**src/rtl/memory_stage_if.sv**
```systemverilog
// Bus bundle for the memory stage: execute-side request, data-memory port
// and writeback-side bundle, all in one interface.
//   slave  : the memory stage itself (consumes ex_*, drives dmem_* and wb_*)
//   master : the surroundings (execute, data memory, writeback)
interface memory_stage_if #(
  parameter int ADDR_W = 32,
  parameter int REG_W  = 4
);
  // execute -> stage
  logic              ex_valid;
  logic              ex_ready;
  logic [31:0]       ex_alu_result;
  logic [31:0]       ex_store_data;
  logic [REG_W-1:0]  ex_rd;
  logic              ex_wb_en;
  logic              ex_is_load;
  logic              ex_is_store;
  logic              ex_byte;
  // stage <-> data memory
  logic              dmem_req;
  logic              dmem_we;
  logic [ADDR_W-1:0] dmem_addr;
  logic [31:0]       dmem_wdata;
  logic [3:0]        dmem_be;
  logic              dmem_ack;
  logic [31:0]       dmem_rdata;
  // stage -> writeback
  logic              wb_valid;
  logic              wb_ready;
  logic [31:0]       wb_data;
  logic [REG_W-1:0]  wb_rd;
  logic              wb_wb_en;
  logic              wb_mem_err;

  modport slave (
    input  ex_valid, ex_alu_result, ex_store_data, ex_rd, ex_wb_en,
           ex_is_load, ex_is_store, ex_byte, dmem_ack, dmem_rdata, wb_ready,
    output ex_ready, dmem_req, dmem_we, dmem_addr, dmem_wdata, dmem_be,
           wb_valid, wb_data, wb_rd, wb_wb_en, wb_mem_err
  );

  modport master (
    output ex_valid, ex_alu_result, ex_store_data, ex_rd, ex_wb_en,
           ex_is_load, ex_is_store, ex_byte, dmem_ack, dmem_rdata, wb_ready,
    input  ex_ready, dmem_req, dmem_we, dmem_addr, dmem_wdata, dmem_be,
           wb_valid, wb_data, wb_rd, wb_wb_en, wb_mem_err
  );
endinterface

```
**src/rtl/memory_stage.sv**
```systemverilog
// Memory-access stage between execute and writeback.
// Accepts one instruction per ex_valid/ex_ready handshake, runs loads and
// stores (word or byte) on the dmem req/ack port, passes ALU-only results
// straight through, and presents a registered {data, rd, wb_en, mem_err}
// bundle to writeback over wb_valid/wb_ready.
// Ports: clk, rst (async, active high) plus the memory_stage_if slave view.
// ADDR_W must not exceed 32 (address comes from the 32-bit ALU result).
module memory_stage #(
  parameter int ADDR_W      = 32,
  parameter int REG_W       = 4,
  parameter int ACK_TIMEOUT = 255
) (
  input  logic           clk,
  input  logic           rst,
  memory_stage_if.slave  bus
);
  localparam int CNT_W = $clog2(ACK_TIMEOUT + 1);

  typedef enum logic {IDLE, ACCESS} state_t;

  state_t            state, state_nxt;
  logic [CNT_W-1:0]  cnt;
  logic              accept, in_acc;

  // instruction fields captured on accept
  logic [31:0]       l_alu, l_sdata;
  logic [REG_W-1:0]  l_rd;
  logic              l_wb_en, l_load, l_byte;

  // writeback output register
  logic              wb_valid;
  logic [31:0]       wb_data;
  logic [REG_W-1:0]  wb_rd;
  logic              wb_wb_en, wb_mem_err;

  logic              wb_load;
  logic [31:0]       wb_data_nxt, rot;
  logic [REG_W-1:0]  wb_rd_nxt;
  logic              wb_en_nxt, wb_err_nxt;

  assign in_acc = (state == ACCESS);
  // rst term keeps ex_ready low while reset is held
  assign bus.ex_ready = !rst && (state == IDLE) && (!wb_valid || bus.wb_ready);
  assign accept = bus.ex_valid && bus.ex_ready;

  // Word loads rotate right by the byte offset; byte loads take lane 0 of
  // the rotated word, which is the addressed lane.
  assign rot = 32'({bus.dmem_rdata, bus.dmem_rdata} >> {l_alu[1:0], 3'b000});

  // Memory port is driven only in ACCESS, so reset or completion drops it at once.
  assign bus.dmem_req   = in_acc;
  assign bus.dmem_we    = in_acc && !l_load;
  assign bus.dmem_addr  = in_acc ? {l_alu[ADDR_W-1:2], 2'b00} : '0;
  assign bus.dmem_wdata = !in_acc ? '0 : l_byte ? {4{l_sdata[7:0]}} : l_sdata;
  assign bus.dmem_be    = (!in_acc || l_load) ? 4'h0 :
                          l_byte ? (4'b0001 << l_alu[1:0]) : 4'hF;

  always_ff @(posedge clk or posedge rst) begin
    if (rst) state <= IDLE;
    else     state <= state_nxt;
  end

  always_comb begin
    state_nxt   = state;
    wb_load     = 1'b0;
    wb_data_nxt = '0;
    wb_rd_nxt   = l_rd;
    wb_en_nxt   = 1'b0;
    wb_err_nxt  = 1'b0;
    case (state)
      IDLE: if (accept) begin
        if (bus.ex_is_load || bus.ex_is_store) begin
          state_nxt = ACCESS;
        end else begin
          wb_load     = 1'b1;
          wb_data_nxt = bus.ex_alu_result;
          wb_rd_nxt   = bus.ex_rd;
          wb_en_nxt   = bus.ex_wb_en;
        end
      end
      ACCESS: begin
        // ack wins over timeout when both land in the same cycle
        if (bus.dmem_ack) begin
          state_nxt   = IDLE;
          wb_load     = 1'b1;
          wb_data_nxt = !l_load ? l_alu : l_byte ? {24'h0, rot[7:0]} : rot;
          wb_en_nxt   = l_load && l_wb_en;
        end else if (cnt == CNT_W'(ACK_TIMEOUT - 1)) begin
          state_nxt   = IDLE;
          wb_load     = 1'b1;
          wb_err_nxt  = 1'b1;
        end
      end
      default: state_nxt = IDLE;
    endcase
  end

  // Counter sits at zero outside ACCESS, so it is clear on every entry.
  always_ff @(posedge clk or posedge rst) begin
    if (rst)                 cnt <= '0;
    else if (!in_acc)        cnt <= '0;
    else if (!bus.dmem_ack)  cnt <= cnt + CNT_W'(1);
  end

  always_ff @(posedge clk or posedge rst) begin
    if (rst) begin
      l_alu   <= '0;
      l_sdata <= '0;
      l_rd    <= '0;
      l_wb_en <= 1'b0;
      l_load  <= 1'b0;
      l_byte  <= 1'b0;
    end else if (accept) begin
      l_alu   <= bus.ex_alu_result;
      l_sdata <= bus.ex_store_data;
      l_rd    <= bus.ex_rd;
      l_wb_en <= bus.ex_wb_en;
      l_load  <= bus.ex_is_load;
      l_byte  <= bus.ex_byte;
    end
  end

  // A new bundle may load in the same cycle the old one is consumed;
  // otherwise the bundle holds until wb_ready.
  always_ff @(posedge clk or posedge rst) begin
    if (rst) begin
      wb_valid   <= 1'b0;
      wb_data    <= '0;
      wb_rd      <= '0;
      wb_wb_en   <= 1'b0;
      wb_mem_err <= 1'b0;
    end else if (wb_load) begin
      wb_valid   <= 1'b1;
      wb_data    <= wb_data_nxt;
      wb_rd      <= wb_rd_nxt;
      wb_wb_en   <= wb_en_nxt;
      wb_mem_err <= wb_err_nxt;
    end else if (bus.wb_ready) begin
      wb_valid   <= 1'b0;
    end
  end

  assign bus.wb_valid   = wb_valid;
  assign bus.wb_data    = wb_data;
  assign bus.wb_rd      = wb_rd;
  assign bus.wb_wb_en   = wb_wb_en;
  assign bus.wb_mem_err = wb_mem_err;
endmodule

```
**src/flat_wrapper.sv**
```systemverilog
// flat-port wrapper written by rule: the top's interface ports become plain ports
module memory_stage_flat 
#(
  parameter int ADDR_W      = 32,
  parameter int REG_W       = 4,
  parameter int ACK_TIMEOUT = 255
)
  (clk, rst, bus_ex_valid, bus_ex_alu_result, bus_ex_store_data, bus_ex_rd, bus_ex_wb_en, bus_ex_is_load, bus_ex_is_store, bus_ex_byte, bus_dmem_ack, bus_dmem_rdata, bus_wb_ready, bus_ex_ready, bus_dmem_req, bus_dmem_we, bus_dmem_addr, bus_dmem_wdata, bus_dmem_be, bus_wb_valid, bus_wb_data, bus_wb_rd, bus_wb_wb_en, bus_wb_mem_err);
  memory_stage_if #(.ADDR_W(ADDR_W), .REG_W(REG_W)) bus_i ();
  input  logic clk;
  input  logic rst;
  input wire logic [$bits(bus_i.ex_valid)-1:0] bus_ex_valid;
  input wire logic [$bits(bus_i.ex_alu_result)-1:0] bus_ex_alu_result;
  input wire logic [$bits(bus_i.ex_store_data)-1:0] bus_ex_store_data;
  input wire logic [$bits(bus_i.ex_rd)-1:0] bus_ex_rd;
  input wire logic [$bits(bus_i.ex_wb_en)-1:0] bus_ex_wb_en;
  input wire logic [$bits(bus_i.ex_is_load)-1:0] bus_ex_is_load;
  input wire logic [$bits(bus_i.ex_is_store)-1:0] bus_ex_is_store;
  input wire logic [$bits(bus_i.ex_byte)-1:0] bus_ex_byte;
  input wire logic [$bits(bus_i.dmem_ack)-1:0] bus_dmem_ack;
  input wire logic [$bits(bus_i.dmem_rdata)-1:0] bus_dmem_rdata;
  input wire logic [$bits(bus_i.wb_ready)-1:0] bus_wb_ready;
  output wire logic [$bits(bus_i.ex_ready)-1:0] bus_ex_ready;
  output wire logic [$bits(bus_i.dmem_req)-1:0] bus_dmem_req;
  output wire logic [$bits(bus_i.dmem_we)-1:0] bus_dmem_we;
  output wire logic [$bits(bus_i.dmem_addr)-1:0] bus_dmem_addr;
  output wire logic [$bits(bus_i.dmem_wdata)-1:0] bus_dmem_wdata;
  output wire logic [$bits(bus_i.dmem_be)-1:0] bus_dmem_be;
  output wire logic [$bits(bus_i.wb_valid)-1:0] bus_wb_valid;
  output wire logic [$bits(bus_i.wb_data)-1:0] bus_wb_data;
  output wire logic [$bits(bus_i.wb_rd)-1:0] bus_wb_rd;
  output wire logic [$bits(bus_i.wb_wb_en)-1:0] bus_wb_wb_en;
  output wire logic [$bits(bus_i.wb_mem_err)-1:0] bus_wb_mem_err;
  assign bus_i.ex_valid = bus_ex_valid;
  assign bus_i.ex_alu_result = bus_ex_alu_result;
  assign bus_i.ex_store_data = bus_ex_store_data;
  assign bus_i.ex_rd = bus_ex_rd;
  assign bus_i.ex_wb_en = bus_ex_wb_en;
  assign bus_i.ex_is_load = bus_ex_is_load;
  assign bus_i.ex_is_store = bus_ex_is_store;
  assign bus_i.ex_byte = bus_ex_byte;
  assign bus_i.dmem_ack = bus_dmem_ack;
  assign bus_i.dmem_rdata = bus_dmem_rdata;
  assign bus_i.wb_ready = bus_wb_ready;
  assign bus_ex_ready = bus_i.ex_ready;
  assign bus_dmem_req = bus_i.dmem_req;
  assign bus_dmem_we = bus_i.dmem_we;
  assign bus_dmem_addr = bus_i.dmem_addr;
  assign bus_dmem_wdata = bus_i.dmem_wdata;
  assign bus_dmem_be = bus_i.dmem_be;
  assign bus_wb_valid = bus_i.wb_valid;
  assign bus_wb_data = bus_i.wb_data;
  assign bus_wb_rd = bus_i.wb_rd;
  assign bus_wb_wb_en = bus_i.wb_wb_en;
  assign bus_wb_mem_err = bus_i.wb_mem_err;
  memory_stage #(.ADDR_W(ADDR_W), .REG_W(REG_W), .ACK_TIMEOUT(ACK_TIMEOUT)) u_core (.clk(clk), .rst(rst), .bus(bus_i));
endmodule
```
**config.mk**
```make
export PLATFORM = sky130hd
export DESIGN_NAME = memory_stage_flat
export DESIGN_NICKNAME = d
export VERILOG_FILES = /design/src/rtl/memory_stage_if.sv /design/src/rtl/memory_stage.sv /design/src/flat_wrapper.sv
export SDC_FILE = /design/constraint.sdc
export NUM_CORES = 1
export LEC_CHECK = 0
export CAP_MARGIN = 25
export CORE_AREA = 2 2 117 119
export CTS_CLUSTER_SIZE = 14
export DETAILED_ROUTE_END_ITERATION = 10
export DIE_AREA = 0 0 119 121
export PLACE_DENSITY = 0.85
export SYNTH_ARGS = -nofsm -noshare
export SYNTH_HDL_FRONTEND = slang
export SYNTH_SLANG_ARGS = --single-unit
```
**constraint.sdc**
```tcl
create_clock -name clk -period 8.1 [get_ports clk]
set_clock_uncertainty 0.05 [all_clocks]
set_input_delay 0.81 -clock clk [delete_from_list [all_inputs] [get_ports clk]]
set_output_delay 0.81 -clock clk [all_outputs]
set_load 0.01 [all_outputs]
```
* Word level (Yosys, flattened, before mapping) *
Cells that the tools add are included.

cells by class
  reductions and logical operators = 13
  $add $sub $neg = 1
  muxes and demuxes = 34
  shifts and indexed selects = 2
  bitwise gates (word level) = 1
  equal/unequal tests = 2

operator list
  cell                 number
  $mux 32              8
  $pmux 32 s2          1
  $shr 64x5->32        1
  $mux 4               5
  $mux 8               2
  $mux 1               15
  $add 8x1->8 const B  1
  $eq 8x8->1 const B   1
  $pmux 1 s2           3
  $logic_and 1x1->1    5
  $logic_not 1->1      4
  $shl 1x2->4 const A  1
  $logic_or 1x1->1     3
  $ne 2x2->1 const B   1
  $reduce_bool 2->1    1
  $not 1->1            1

storage, ports and cells
  register bits after elaboration = 119
  word-level logic and storage cells = 66
  output and inout bits = 110
  input port bits = 109

* Logic depth before layout (Yosys ltp) *
  depth in word-level cells = 7
  depth in mapped cells = 7
  mapped depth without buffers = 6

* Worst setup path before layout *
No wires, ideal clock.

  path kind = reg-to-output
  from = register u_core.state (netlist: u_core.bus.dmem_req)
  to = output bus_dmem_addr[27]
  arrival = 1,216 ps
  path slack = 6,024 ps
  stages on the path, launching flop included = 5
  required time = 7,240 ps
  path buffers = 3
  path through = dfrtp_1 -> buf_6 -> clkbuf_1 -> clkbuf_1 -> and2_1

between the ends
  cells in the longest elaborated chain, start to end = 1

ends and longest elaborated chain
  item                      RTL line            source
  start: declaration        memory_stage.sv:21  state_t state, state_nxt;
  start signal: assignment  memory_stage.sv:60  else state <= state_nxt;
  $mux 32                   memory_stage.sv:53  assign bus.dmem_addr = in_acc ? {l_alu[ADDR_W-1:2], 2'b00} : '0;
  end: declaration          flat_wrapper.sv:26  output wire logic [$bits(bus_i.dmem_addr)-1:0] bus_dmem_addr;

Every way passes these cells.

* Worst setup path after layout *
  from = register u_core.state (netlist: u_core.bus.dmem_req)
  to = output bus_dmem_wdata[18]

between the ends
  cells in the longest elaborated chain, start to end = 1

ends and longest elaborated chain
  item              RTL line            source
  $mux 32           memory_stage.sv:54  assign bus.dmem_wdata = !in_acc ? '0 : l_byte ? {4{l_sdata[7:0]}} : l_sdata;
  end: declaration  flat_wrapper.sv:27  output wire logic [$bits(bus_i.dmem_wdata)-1:0] bus_dmem_wdata;

Every way passes these cells.

==> results.md <==
- Outcome: completed
- Post-Layout Cell Count: 950
- Placeable Area: 0.0131 mm2
- Iter 0 DRT Violations: 602
- Clk root buf: clkbuf_16
- Min Tclk post-route: between 3 and 4 ns
- RD Place Congestion: about 0.89
- First-pass GRT wire length: a little over 30 mm
- Highest clock rate: 0.267 GHz
- H-tree lvl count: 4
- Worst Path Required: about 7.2 ns
- PostCTS Resize Cnt: 0
- Max-cap viol count: 0
- Synth-to-Final Area Change: 43.0%
- DRT Pass-1 Iters: 8
- Synth warn: 0
- Number of global-route vias before repair: 5542
- Dpl hpwl: approximately 14 mm
- Distinct cell type count after synthesis: just under 50
- Post-synthesis cell count: about 560
- Total Wirelength: 19.7 mm
- Least-Margin Pin Slew: about 1.1 ns
- Peak VDD IR: about 0.00019 V
- Synth area leaders: dfrtp_1, mux2_2, mux2i_1
- Rel. slew slack: 0.261
- Tcrit/Tclk final: 0.462
- Post-CTS Hold Fix Bufs: 0
- Final net count: roughly 870
- Multi-input combinational cell area: roughly 0.0031 mm2
- Setup WS post-layout: 4.36 ns
- Number of diodes: 0
- CTS max path bufs: 2
- Cell Area, Synth: 0.00641 mm2
- Critical path arrival: around 2.9 ns
- WL/cell: around 21 um
- # rows: 42
- Share of synthesized registers carrying an async set or reset: 1.00
- Yosys top cell area share: 0.465
- Layout cells sized above 1: 0.163
- Worst hold path class: flip-flop to flip-flop
- Initial core utilization: 0.490
- Final instance area: about 0.0092 mm2
- DRC Markers: 0
- Total Die Area: between 0.01 and 0.015 mm2
- Vias: approximately 5500
- Die height: roughly 120 um
- P_leak: between 3 and 4 nW
- Top FF cell, synth: dfrtp_1
- CP startpoint kind: flip-flop
- Worst Setup Path Type: flip-flop to primary output
- Final TNS setup: 0 ns
- Pwr Density: roughly 290 mW/mm2
- Register area share after synthesis: 0.465
- Port bufs: between 200 and 250
- Final slew viol count: 0
- Number of synthesized register bits: 119
- Antenna Nets Post-Route: 0
- GRT Total Usage: 0.274
- Initial antenna violation count: 0
- Register area: 0.00298 mm2
- Fill count: slightly below 900
- Pre-CTS setup slack: ~4.8 ns
- CTS tree: done
- Clock Latency Late Sink: ~0.41 ns
- Syn Area/Cell: about 11 um2
- Final Hold Viols: 0
- # setup viols final: 0
- Critical path fanouts, max: 53
- Post-synth EDFFs: 0
- Die width: roughly 120 um
- Largest net degree at the start of global routing: 73
- IO Count: 219
- CP Capture Type: primary output
- Placed cells: between 900 and 1000
- Via-to-Cell Ratio: around 5.8
- Post-synth top area cell: dfrtp_1
- Clock sinks: 119
- Total gr overflow: 0
- TritonCTS Buffers: 17
- Reg clk slew, reported paths: roughly 0.06 ns
- RSZ-0062 raised after global routing: no
- Post-Place Cell Area: ~0.0086 mm2
- Total setup buffers inserted after CTS: 0
==> cell usage after synthesis (11+ instances only) <==
cell type  number
dfrtp_1       119
mux2_2         72
mux2i_1        44
and2_1         40
a21oi_1        30
inv_1          28
nand2b_1       28
a222oi_1       23
o21ai_0        22
nand2_1        15
nor2_1         15
buf_2          12
buf_6          11
nor2b_1        11
==> metal layers <==
| layer | vias up | wire length, um | GRT usage |
|---|---|---|---|
| li1 | 2439 | - | - |
| met1 | 2675 | 8040 | 0.354 |
| met2 | 333 | 9480 | 0.439 |
| met3 | 24 | 1850 | 0.0874 |
| met4 | 0 | 356 | 0.0923 |
| met5 | - | 0 | 0 |
==> cells by family after synthesis <==
group	after synthesis	share of synthesized area
simple gates	129	0.115
fa+ha+maj	2	0.00390
flops	119	0.465
buf+inv	72	0.0609
other cells	1	0.000585
compound gates	111	0.126
mux	123	0.220
xor+xnor	6	0.00820
==> where the power goes <==
| group | leakage [nW] | switching (mW) | internal (mW) | total [mW] |
|---|---|---|---|---|
| Sequential | 1.45 | 0.212 | 0.797 | 1.01 |
| Clock | 0.292 | 0.263 | 0.482 | 0.745 |
| Combinational | 2.11 | 0.386 | 0.556 | 0.942 |
| Total | 3.85 | 0.861 | 1.83 | 2.70 |
==> layout by cell type, fill, tap and decap left out, types with 17 or more instances in the layout <==
cell type / count
mux2i_1: 44
nand2b_1: 28
and2_1: 40
a222oi_1: 23
clkbuf_16: 17
clkdlybuf4s50_1: 216
mux2_2: 72
inv_1: 27
dfrtp_1: 116
a21oi_1: 30
o21ai_0: 22
==> registers in the layout (all words and copies together) (netlist names) <==
register / count
u_core.l_rd: 4
u_core.bus.dmem_req: 1
u_core.bus.wb_wb_en: 1
u_core.l_wb_en: 1
u_core.bus.wb_valid: 1
u_core.l_alu: 32
u_core.l_byte: 1
u_core.bus.wb_data: 32
u_core.l_load: 1
u_core.cnt: 8
u_core.bus.wb_mem_err: 1
u_core.bus.wb_rd: 4
u_core.l_sdata: 32
==> layout make-up <==
cell class              count  share of cell area
inverters                  30              0.0126
multi-input cells         373               0.333
well taps                 176              0.0240
clock buffers              23              0.0532
flip-flops and latches    119               0.325
repair buffers            220               0.241
clock inverters             9              0.0106
==> final timing paths <==
path | startpoint | end | slack [ns] | cells past startpoint
worst max-delay path | u_core.bus.dmem_req$_DFF_PP0_ | bus_dmem_wdata[18] | 4.36 | 3
worst min-delay path | u_core.l_sdata[20]$_DFFE_PP0P_ | u_core.l_sdata[20]$_DFFE_PP0P_ | 0.46 | 1
worst max register to register | u_core.bus.dmem_req$_DFF_PP0_ | u_core.bus.wb_data[27]$_DFFE_PP0P_ | 5.14 | 4
worst min register to register | u_core.l_sdata[20]$_DFFE_PP0P_ | u_core.l_sdata[20]$_DFFE_PP0P_ | 0.46 | 1
max in group asynchronous | rst | u_core.l_alu[0]$_DFFE_PP0P_ | 5.83 | 3
min in group asynchronous | rst | u_core.l_sdata[6]$_DFFE_PP0P_ | 0.87 | 2
==> per-stage QoR <==
| stage | hold slack [ns] | util | power (mW) |
|---|---|---|---|
| 3_5_place_dp | 0.446 | 0.654 | 1.94 |
| 5_1_grt | 0.467 | 0.701 | 2.82 |
| 6_report | 0.457 | 0.701 | 2.70 |
| 4_1_cts | 0.457 | 0.699 | 2.69 |
| 3_3_place_gp | 0.438 | 0.654 | 1.90 |
| 2_1_floorplan | 0.430 | - | 1.47 |
==> worst max-delay path, stage by stage, from the launching register on <==
cell             delay (ns)
dfrtp_2                1.01
inv_2                  0.54
a21oi_1                0.31
clkdlybuf4s50_1        0.58
(Power assumes the default switching activity.)
==> RTL edit, RTL diff (config.mk and constraints unchanged) <==
`REG_W` is set to 4 in 3 places; all go to 5.
--- a/src/rtl/memory_stage_if.sv
+++ b/src/rtl/memory_stage_if.sv
@@ -5,5 +5,5 @@
 interface memory_stage_if #(
   parameter int ADDR_W = 32,
-  parameter int REG_W  = 4
+  parameter int REG_W  = 5
 );
   // execute -> stage
--- a/src/rtl/memory_stage.sv
+++ b/src/rtl/memory_stage.sv
@@ -8,5 +8,5 @@
 module memory_stage #(
   parameter int ADDR_W      = 32,
-  parameter int REG_W       = 4,
+  parameter int REG_W       = 5,
   parameter int ACK_TIMEOUT = 255
 ) (
--- a/src/flat_wrapper.sv
+++ b/src/flat_wrapper.sv
@@ -3,5 +3,5 @@
 #(
   parameter int ADDR_W      = 32,
-  parameter int REG_W       = 4,
+  parameter int REG_W       = 5,
   parameter int ACK_TIMEOUT = 255
 )
Ports: changed (resized bus_ex_rd and bus_wb_rd); port bits go from 219 to 221. No check against the original RTL was run, so the function may have changed too.
==> RTL edit against the unedited design <==
- routed wire length is 3.0% lower
- final area is 2.7% higher
- synthesized cell count is 3.9% lower
- worst setup slack worse by 64 ps
- sequential share of layout area is 0.34 points lower
- sequential cell count is 2 higher
- total power is 1.6% higher
- area after synthesis is 2.7% higher
- critical path type unchanged
- largest cell class unchanged
- highest routed layer unchanged
==> RTL edit: results (changes against the unedited design) <==
=================================================================================
Share of layout cells above drive strength 1                                0.194   +0.0314
Hold Path Class                                                           reg2reg
Number of global-route vias before repair                                    5591   +0.88%
First-pass iteration count of the detailed router                               6   -2
Global placement routability congestion                                     0.951   +7.0%
Number of buffers created by CTS                                               17   unchanged
Post-detailed-route via-to-cell ratio                                        5.88   +2.0%
Later-pin clock latency in the skew report                                 410 ps   about the same
Count of antenna diodes in the layout                                           0   unchanged
Largest cells by area after synthesis                                sky130_fd_sc_hd__dfrtp_1, sky130_fd_sc_hd__mux2_2, sky130_fd_sc_hd__mux4_2, sky130_fd_sc_hd__a221o_1, sky130_fd_sc_hd__and2_1
# Post-CTS Setup Buffers                                                        0   unchanged
Routed Wire Length                                                       19100 um   -3.0%
Cell count after synthesis                                                    541   -3.9%
Warnings, synthesis                                                             0   unchanged
Complex-gate fraction of the synthesized area                               0.127   about the same
Met3 wire length                                                          1380 um   -25%
Synth cell types                                                               44   -10%
Register clock-pin slew on the reported worst setup and hold paths          50 ps
Maximum number of pins on one net before global-route repair                   76   +4.1%
Largest registers                                                    u_core.bus.wb_data (32), u_core.l_alu (32), u_core.l_sdata (32)
Met2 WL post-DR                                                           9150 um   -3.4%
CP Data Arrival Time                                                      2950 ps   +70 ps
Cts repair resizes                                                              0   unchanged
# placed instances                                                            894   -2.5%
DR top layer                                                                 met4
Detail-routed net length per standard cell                                20.6 um   -0.71%
Post-Synth Adder-Cell Area                                                0.00380   -0.000102
Filler instances                                                              892   +0.45%
CTS root buffer                                                      sky130_fd_sc_hd__clkbuf_16
First DRT Iteration DRCs                                                      515   -14%
Number of nets in the final layout                                            854   -2.1%
Maximum root-to-sink buffer count                                               2   unchanged
CTS Hold Bufs                                                                   0   unchanged
Post-DP HPWL                                                             13100 um   -4.9%
Switching power share of the total                                          0.311   -0.00845
Standby leakage power                                                     3.81 nW   -1.0%
Async S/R FF share, synth                                                    1.00   unchanged
Number of buffer cells added on primary ports                                 218   +0.93%
Multiplexer share of the synthesized area                                   0.241   +0.0210
Sequential area share after synthesis                                       0.460   -0.00458
Xor and xnor fraction of the mapped netlist area                          0.00798   -0.000215
Remaining design rule violation count                                           0   unchanged
Run status                                                           finished, final reports clean
Initial antenna violation count                                                 0   unchanged
Maximum net fanout on the critical path                                        27   -49%
Top cell types by occurrence after synthesis                         sky130_fd_sc_hd__dfrtp_1, sky130_fd_sc_hd__mux2_2, sky130_fd_sc_hd__nor2_1
Total Routing Usage GR                                                      0.270   -0.00434
Peak supply drop                                                           161 uV   -14%
Slew margin rel.                                                            0.288   +0.0266
Metal1 wirelength                                                         7750 um   -3.6%
First-pass GRT wire length                                               30000 um   -1.2%
Number of H-tree levels                                                         4   unchanged
=================================================================================
[RTL edit: changes by cell type after synthesis, moves of 9 or more]
cell and change:
sky130_fd_sc_hd__a221o_1 +24, sky130_fd_sc_hd__a22oi_1 +23, sky130_fd_sc_hd__mux2i_1 -36, sky130_fd_sc_hd__inv_1 -23, sky130_fd_sc_hd__a222oi_1 -23, sky130_fd_sc_hd__nor2_1 +25, sky130_fd_sc_hd__o21ai_0 -18, sky130_fd_sc_hd__mux4_2 +24
sky130_fd_sc_hd__nor2b_1 -9
[RTL edit: cell type report]
cell class / instances / area share
inverter: 6 / 0.00266
clock inverter: 3 / 0.00425
timing repair buffer: 227 / 0.250
clock buffer: 26 / 0.0530
tap: 176 / 0.0234
sequential: 121 / 0.322
multi-input combinational: 369 / 0.345
[RTL edit: per-stage QoR]
step	setup WS, ps	util	hold WS [ps]	cell area, um^2
after detailed placement	4550	0.669	443	8760
after global routing	4110	0.720	472	9420
after global placement	4720	0.667	438	8730
after CTS	4100	0.711	455	9300
final	4290	0.720	453	9420
after floorplan	4030	-	430	6590
[RTL edit: worst paths after layout]
kind | start | to | slack (ps) | depth (start not counted)
max | u_core.l_load | bus_dmem_be[2] | 4290 | 4
min | u_core.l_sdata[10] | u_core.l_sdata[10] | 450 | 1
max reg2reg | u_core.bus.dmem_req | u_core.bus.wb_data[28] | 5200 | 5
min reg2reg | u_core.l_sdata[10] | u_core.l_sdata[10] | 450 | 1
max in group asynchronous | rst | u_core.l_alu[0] | 6220 | 4
min in group asynchronous | rst | u_core.bus.wb_data[5] | 810 | 2
[RTL edit: per-layer routing]
layer  GRT usage  up-vias
met2       0.422      253
li1            -     2405
met1       0.350     2745
met3      0.0630       49
met5           0        -
met4       0.147        0
[RTL edit: cells by family (layout without fill, tap and decap cells)]
logic type	count (synthesis)	in the layout
flip-flops	121	121
adder cells (fa/ha/maj)	2	2
AND/OR/NAND/NOR	139	139
multiplexers	112	112
XOR/XNOR	6	6
other	1	2
buffers and inverters	52	262
AO/OA/AOI/OAI	108	108
[RTL edit: critical path: stages, from the launching register on]
cell	delay, ps
sky130_fd_sc_hd__dfrtp_1	610
sky130_fd_sc_hd__clkinv_1	810
sky130_fd_sc_hd__nand2_1	500
sky130_fd_sc_hd__a21oi_1	80
sky130_fd_sc_hd__clkdlybuf4s50_1	530
[RTL edit: power groups by stage]
stage / registers, mW / clock network, mW / logic (mW)
6_report: 0.981 / 0.691 / 1.07
5_1_grt: 1.01 / 0.733 / 1.14
4_1_cts: 1.00 / 0.703 / 1.03
3_5_place_dp: 1.00 / 0 / 1.02
3_3_place_gp: 0.991 / 0 / 0.994
2_1_floorplan: 0.954 / 0 / 0.604
